`src/rtl/tag_compare_pipe.sv`:
```
`default_nettype none
// ============================================================================
// Module   : tag_compare_pipe
// Brief    : Two-stage pipelined tag compare against a small valid-tagged store,
//            valid/ready on both sides. Optional per-entry don't-care masks via
//            the TAG_COMPARE_MASK_EN macro.
// Revision : 1.0 - initial pipelined, parametrised release
// ============================================================================
module tag_compare_pipe #(
    parameter int TAG_W   = 4,
    parameter int ENTRIES = 8,
    parameter int IDX_W   = $clog2(ENTRIES)
) (
    input  logic             clk,
    input  logic             rst_n,
    input  logic             wr_en,
    input  logic [IDX_W-1:0] wr_idx,
    input  logic [TAG_W-1:0] wr_tag,
`ifdef TAG_COMPARE_MASK_EN
    input  logic [TAG_W-1:0] wr_mask,
`endif
    input  logic             inv_all,
    input  logic             lk_valid,
    output logic             lk_ready,
    input  logic [TAG_W-1:0] busA,
    output logic             res_valid,
    input  logic             res_ready,
    output logic             res_hit,
    output logic [IDX_W-1:0] res_idx,
    output logic             res_multi
);

    logic [TAG_W-1:0]   r_tag   [ENTRIES];
    logic               r_valid [ENTRIES];
`ifdef TAG_COMPARE_MASK_EN
    logic [TAG_W-1:0]   r_mask  [ENTRIES];
`endif

    logic               r_s1_v;
    logic [ENTRIES-1:0] r_s1_match;

    logic [ENTRIES-1:0] w_match;
    logic [ENTRIES-1:0] w_wr_sel;
    logic               w_out_adv;
    logic               w_s1_load;
    logic               w_hit;
    logic               w_multi;
    logic [IDX_W-1:0]   w_idx;

    assign w_out_adv = ~res_valid | res_ready;
    assign w_s1_load = ~r_s1_v | w_out_adv;
    assign lk_ready  = rst_n & w_s1_load;

    // Per-entry decode: an out-of-range wr_idx selects no entry, so the write drops.
    for (genvar i = 0; i < ENTRIES; i++) begin : g_entry
        assign w_wr_sel[i] = wr_en && (wr_idx == IDX_W'(i));

`ifdef TAG_COMPARE_MASK_EN
        assign w_match[i] = r_valid[i] && (((r_tag[i] ^ busA) & ~r_mask[i]) == '0);
`else
        assign w_match[i] = r_valid[i] && (r_tag[i] == busA);
`endif

        always_ff @(posedge clk) begin
            if (!rst_n) begin
                r_tag[i]   <= '0;
                r_valid[i] <= 1'b0;
            end else if (inv_all) begin
                r_valid[i] <= 1'b0;
            end else if (w_wr_sel[i]) begin
                r_tag[i]   <= wr_tag;
                r_valid[i] <= 1'b1;
            end
        end

`ifdef TAG_COMPARE_MASK_EN
        always_ff @(posedge clk) begin
            if (!rst_n) begin
                r_mask[i] <= '0;
            end else if (!inv_all && w_wr_sel[i]) begin
                r_mask[i] <= wr_mask;
            end
        end
`endif
    end

    // Stage 1: freeze the match vector so later store writes cannot alter the result.
    always_ff @(posedge clk) begin
        if (!rst_n) begin
            r_s1_v     <= 1'b0;
            r_s1_match <= '0;
        end else if (w_s1_load) begin
            r_s1_v     <= lk_valid;
            r_s1_match <= w_match;
        end
    end

    always_comb begin
        w_hit   = |r_s1_match;
        w_multi = |(r_s1_match & (r_s1_match - 1'b1));
        w_idx   = '0;
        for (int i = ENTRIES - 1; i >= 0; i--) begin
            if (r_s1_match[i]) begin
                w_idx = IDX_W'(i);
            end
        end
    end

    // Stage 2: registered result, held while the consumer stalls.
    always_ff @(posedge clk) begin
        if (!rst_n) begin
            res_valid <= 1'b0;
            res_hit   <= 1'b0;
            res_idx   <= '0;
            res_multi <= 1'b0;
        end else if (w_out_adv) begin
            res_valid <= r_s1_v;
            if (r_s1_v) begin
                res_hit   <= w_hit;
                res_idx   <= w_idx;
                res_multi <= w_multi;
            end
        end
    end

endmodule
`default_nettype wire

```
`config.mk`:
```
export PLATFORM = sky130hd
export DESIGN_NAME = tag_compare_pipe
export DESIGN_NICKNAME = d
export VERILOG_FILES = /design/src/rtl/tag_compare_pipe.sv
export SDC_FILE = /design/constraint.sdc
export NUM_CORES = 1
export LEC_CHECK = 0
export CORE_MARGIN = 2
export CORE_UTILIZATION = 42
export DETAILED_ROUTE_END_ITERATION = 6
export PLACE_DENSITY = 0.66
export SYNTH_ARGS = -nofsm -noshare
export SYNTH_HDL_FRONTEND = slang
export SYNTH_SLANG_ARGS = --single-unit
```
`constraint.sdc`:
```
create_clock -name clk -period 2.9 [get_ports clk]
set_input_delay 0.58 -clock clk [delete_from_list [all_inputs] [get_ports clk]]
set_output_delay 0.58 -clock clk [all_outputs]
set_load 0.03 [all_outputs]
```
# Word-level counts from Yosys, hierarchy flattened
# Memory sizes are Yosys's and may differ from the RTL's.
# Index checks and enable logic that the tools add are counted.
[totals]
regBits = 15
mem_bits_rw = 40
in_bits = 17
out_inout_bits = 7
word_cells = 142
mem_count = 2
[classes]
addsub = 1
eq_ne = 15
n_mux = 68
bitwise = 30
n_reduce_logical = 20
[mem_list]
columns = ["name", "depth", "word_bits", "rd", "rd_ports_with_merged_regs", "write_ports", "line_no", "text"]
rows = [
  ["r_tag", 8, 4, 8, 0, 8, "33", "logic [TAG_W-1:0] r_tag [ENTRIES];"],
  ["r_valid", 8, 1, 8, 0, 8, "34", "logic r_valid [ENTRIES];"],
]
[ops]
columns = ["op", "n"]
rows = [
  ["1-bit two-way mux", 52],
  ["4-bit equality test", 8],
  ["4-bit two-way mux", 8],
  ["1-bit bitwise OR", 26],
  ["3-bit two-way mux", 8],
  ["1-bit logical AND", 16],
  ["8-bit OR reduction", 2],
  ["3-bit equality test, second input constant", 4],
  ["8-bit AND", 1],
  ["8-bit by 1-bit subtractor with 8-bit output, second input constant", 1],
  ["3-bit by 2-bit equality test with 1-bit output, second input constant", 2],
  ["3-bit by 1-bit equality test with 1-bit output, second input constant", 1],
  ["3-bit logical NOT", 1],
  ["1-bit inverter", 2],
  ["2-bit AND reduction", 1],
  ["1-bit AND", 1],
]

# Logic depth before layout (Yosys ltp)
[logic_depth]
word_depth = 8
mapped_depth = 5
depth_no_buf = 4

# Least setup slack after synthesis
# OpenSTA, ideal clock, no wires.
[synth_path]
path_kind = "input port to output port"
start = "input res_ready"
end = "output lk_ready"
arrival_time_ps = 1259
t_required_ps = 2320
setup_slack_ps = 1061
cell_stages = 3
n_path_buf = 0
path_cell_list = "nor2b_1 nand2_1 and2_1"
[synth_via]
elab_chain_cells = 3
[synth_lines]
columns = ["element", "line_no", "text"]
rows = [
  ["from (decl)", "27", "input logic res_ready,"],
  ["1-bit bitwise OR", "50", "assign w_out_adv = ~res_valid | res_ready;"],
  ["1-bit bitwise OR", "51", "assign w_s1_load = ~r_s1_v | w_out_adv;"],
  ["1-bit AND", "52", "assign lk_ready = rst_n & w_s1_load;"],
  ["to (decl)", "24", "output logic lk_ready,"],
]
# No other way between the ends.

# Final worst setup path
[layout_path]
start = "input rst_n"
end = "output lk_ready"
[layout_via]
elab_chain_cells = 1
[layout_lines]
columns = ["element", "line_no", "text"]
rows = [
  ["from (decl)", "15", "input logic rst_n,"],
  ["1-bit AND", "52", ""],
]
# No other way between the ends.

==> metrics <==
die footprint 6990 um2; n_diodes 0; post-synth cell types 33; Syn. warnings 0; worst path cell trace clkdlybuf4s50_1 > and2_1 > buf_4; clock slew at reported path FFs 90 ps; clk sink count 55; Final Instance Area 3070 um2; initial antenna violation count 0; Hold Path Origin r_valid[1][0]$_DFF_P_; Worst Path Buf+Inv 2; Syn Std Cell Area 2660 um2; WHS Endpoint r_valid[1][0]$_DFF_P_; # fillers 547; total track usage 15.9%; Iter 0 DRT Violations 59; Yosys reg bits 55; WP data arrival 1820 ps; CTS tree built; worst min path class flop to flop; Period minus WS final 2400 ps; syn_nets 253; Slew headroom 51.1%; asr flop ratio synth 0%; Final Hold Violating Endpoints 0; startpoint types input pin; Clock Skew 9.09 ps; MaxCap Viol Count 0; status finished, final reports clean; fin nets 277; Syn Inst Count 236; dpl hpwl 3720 um; post-layout power 1.49 mW; die span in y 83.6 um; PwrDens 486 nW/um2; Setup violations, final 0; largest net degree at the start of global routing 17; Top FF cell, synth edfxtp_1; number of buffers created by CTS 5; most frequent cells in the layout 39 x edfxtp_1, 34 x and2_1, 24 x xor2_1; Placement Cell Area 2970 um2; maximum clock insertion buffer count 2; Reg-to-Reg Start res_valid$_SDFFE_PN0P_; crit path max-delay cell type clkdlybuf4s50_1; grt total ovfl 0; Detail Route Antenna Nets 0; CP Class input pin to primary output; DIE WIDTH 83.6 um; Hold Path Depth 1; Storage cell area 1490 um2; CTS Hold Bufs 0; most common cell after layout, fill and taps aside edfxtp_1; CTS-repair resized insts 0; Max VDD drop 0.280 mV; # IOs 24; Syn Area/Cell 11.3 um2; port bufs 23; drt pass-1 iters 4; worst reg-to-reg setup slack 1580 ps; RSZ-0062 raised after global routing no; worst hold margin 464 ps; # DRC 0; Crit path max-delay family buffers and inverters; Setup TNS 0 ps; Via density 5.27; Reg2Reg Capture Point res_idx[1]$_SDFFE_PN0P_; Required @ worst endpoint 2320 ps; Avg WL per Cell 15.6 um; Final Slew Violations 0; area of the multi-input gates 1110 um2; Worst setup EP type primary output; vias in the first global route 1692; first-pass GRT wire length 8510 um; gpl congestion 0.749; final worst-path cycle share 82.7%; WL final 5240 um; root cell of the clock tree clkbuf_8; worst-path fanout max 15; via count 1772; core box area 6030 um2; worst skew pair latency 310 ps; Synth-to-Final Area Change 15.2%; worst r2r path cells 4; post-synthesis sequential area ratio 56.1%; H-tree Lvls 2; Post-CTS Setup Inserts 0; Leakage 1.04 nW; share of layout cells above drive strength 1 8.05%; row cnt 28; initial core utilization 44.1%; Tightest Pin Transition 727 ps; Worst Slack Setup Final 502 ps; number of synthesized flops with an enable pin 39; fmax 417 MHz; Critical Path Max Stage Delay 850 ps; post-place setup slack 432 ps
worst register-to-register path: cells and delay by family, from the launching register on:
kind	cells	cell delay, ps
simple gates	2	500
compound gates	2	440
flops	1	320
synth_stat cells (3+ instances only):
| library cell | count | area share (%) |
|---|---|---|
| nor2_1 | 5 | 0.71 |
| nand2_1 | 16 | 2.3 |
| nor2_2 | 3 | 0.71 |
| clkbuf_1 | 4 | 0.56 |
| a21boi_0 | 10 | 2.8 |
| o21ai_0 | 12 | 2.3 |
| o31ai_1 | 7 | 2.0 |
| buf_2 | 7 | 1.3 |
| and2_1 | 34 | 8.0 |
| edfxtp_1 | 39 | 44 |
| dfxtp_1 | 16 | 12 |
| xor2_1 | 24 | 7.9 |
| nor3_1 | 12 | 2.3 |
| o41ai_1 | 3 | 0.99 |
| nand4_1 | 9 | 2.1 |
| xnor2_1 | 8 | 2.6 |
| nand2b_1 | 6 | 1.4 |
| nor2b_1 | 3 | 0.71 |
registers in the layout, summed over array words and instances (netlist names):
signal      cells
res_valid       1
res_hit         1
r_valid         8
r_s1_match      8
r_tag          32
r_s1_v          1
res_multi       1
res_idx         3
cell families after synthesis:
family	count (synthesis)	share of synthesized area, %
flip-flops	55	56.1
XOR/XNOR	32	10.5
AO/OA/AOI/OAI	40	10.2
adder cells (fa/ha/maj)	1	0.376
buffers and inverters	13	2.21
AND/OR/NAND/NOR	95	20.6
cell type report:
cell class / count / share of cell area (%)
well taps: 75 / 3.06
inverters: 1 / 0.122
flip-flops and latches: 55 / 48.7
multi-input cells: 168 / 36.2
clock inverters: 2 / 0.367
repair buffers: 29 / 8.90
clock buffers: 6 / 2.69
through the flow:
step                cells  util (%)
global placement      328      49.3
detailed placement    328      49.3
global route          336      50.9
floorplan             236         -
CTS                   336      50.9
finish                336      50.9
power breakdown:
part           leakage (nW)  internal [mW]  total [mW]  switching (mW)
combinational         0.486         0.0719       0.164          0.0922
sequential            0.513          0.879       0.896          0.0176
clock                0.0449          0.191       0.431           0.240
total                  1.04           1.14        1.49           0.350
layer usage:
metal / GRT usage, % / vias up / wire length, um
li1: - / 883 / -
met1: 20.2 / 835 / 2440
met2: 26.8 / 46 / 2520
met3: 3.26 / 8 / 177
met4: 6.16 / 0 / 91
met5: 0 / - / 0
how the worst max path moves through the flow:
stage	start	to	cells past startpoint	slack, ps
floorplan	res_ready	lk_ready	3	1060
CTS	rst_n	lk_ready	3	510
global placement	wr_idx[1]	r_tag[0][7]$_SDFFCE_PN0P_	3	510
global route	rst_n	lk_ready	3	460
finish	rst_n	lk_ready	3	500
detailed placement	wr_idx[1]	r_tag[0][4]$_SDFFCE_PN0P_	3	430
(Power assumes the default switching activity.)
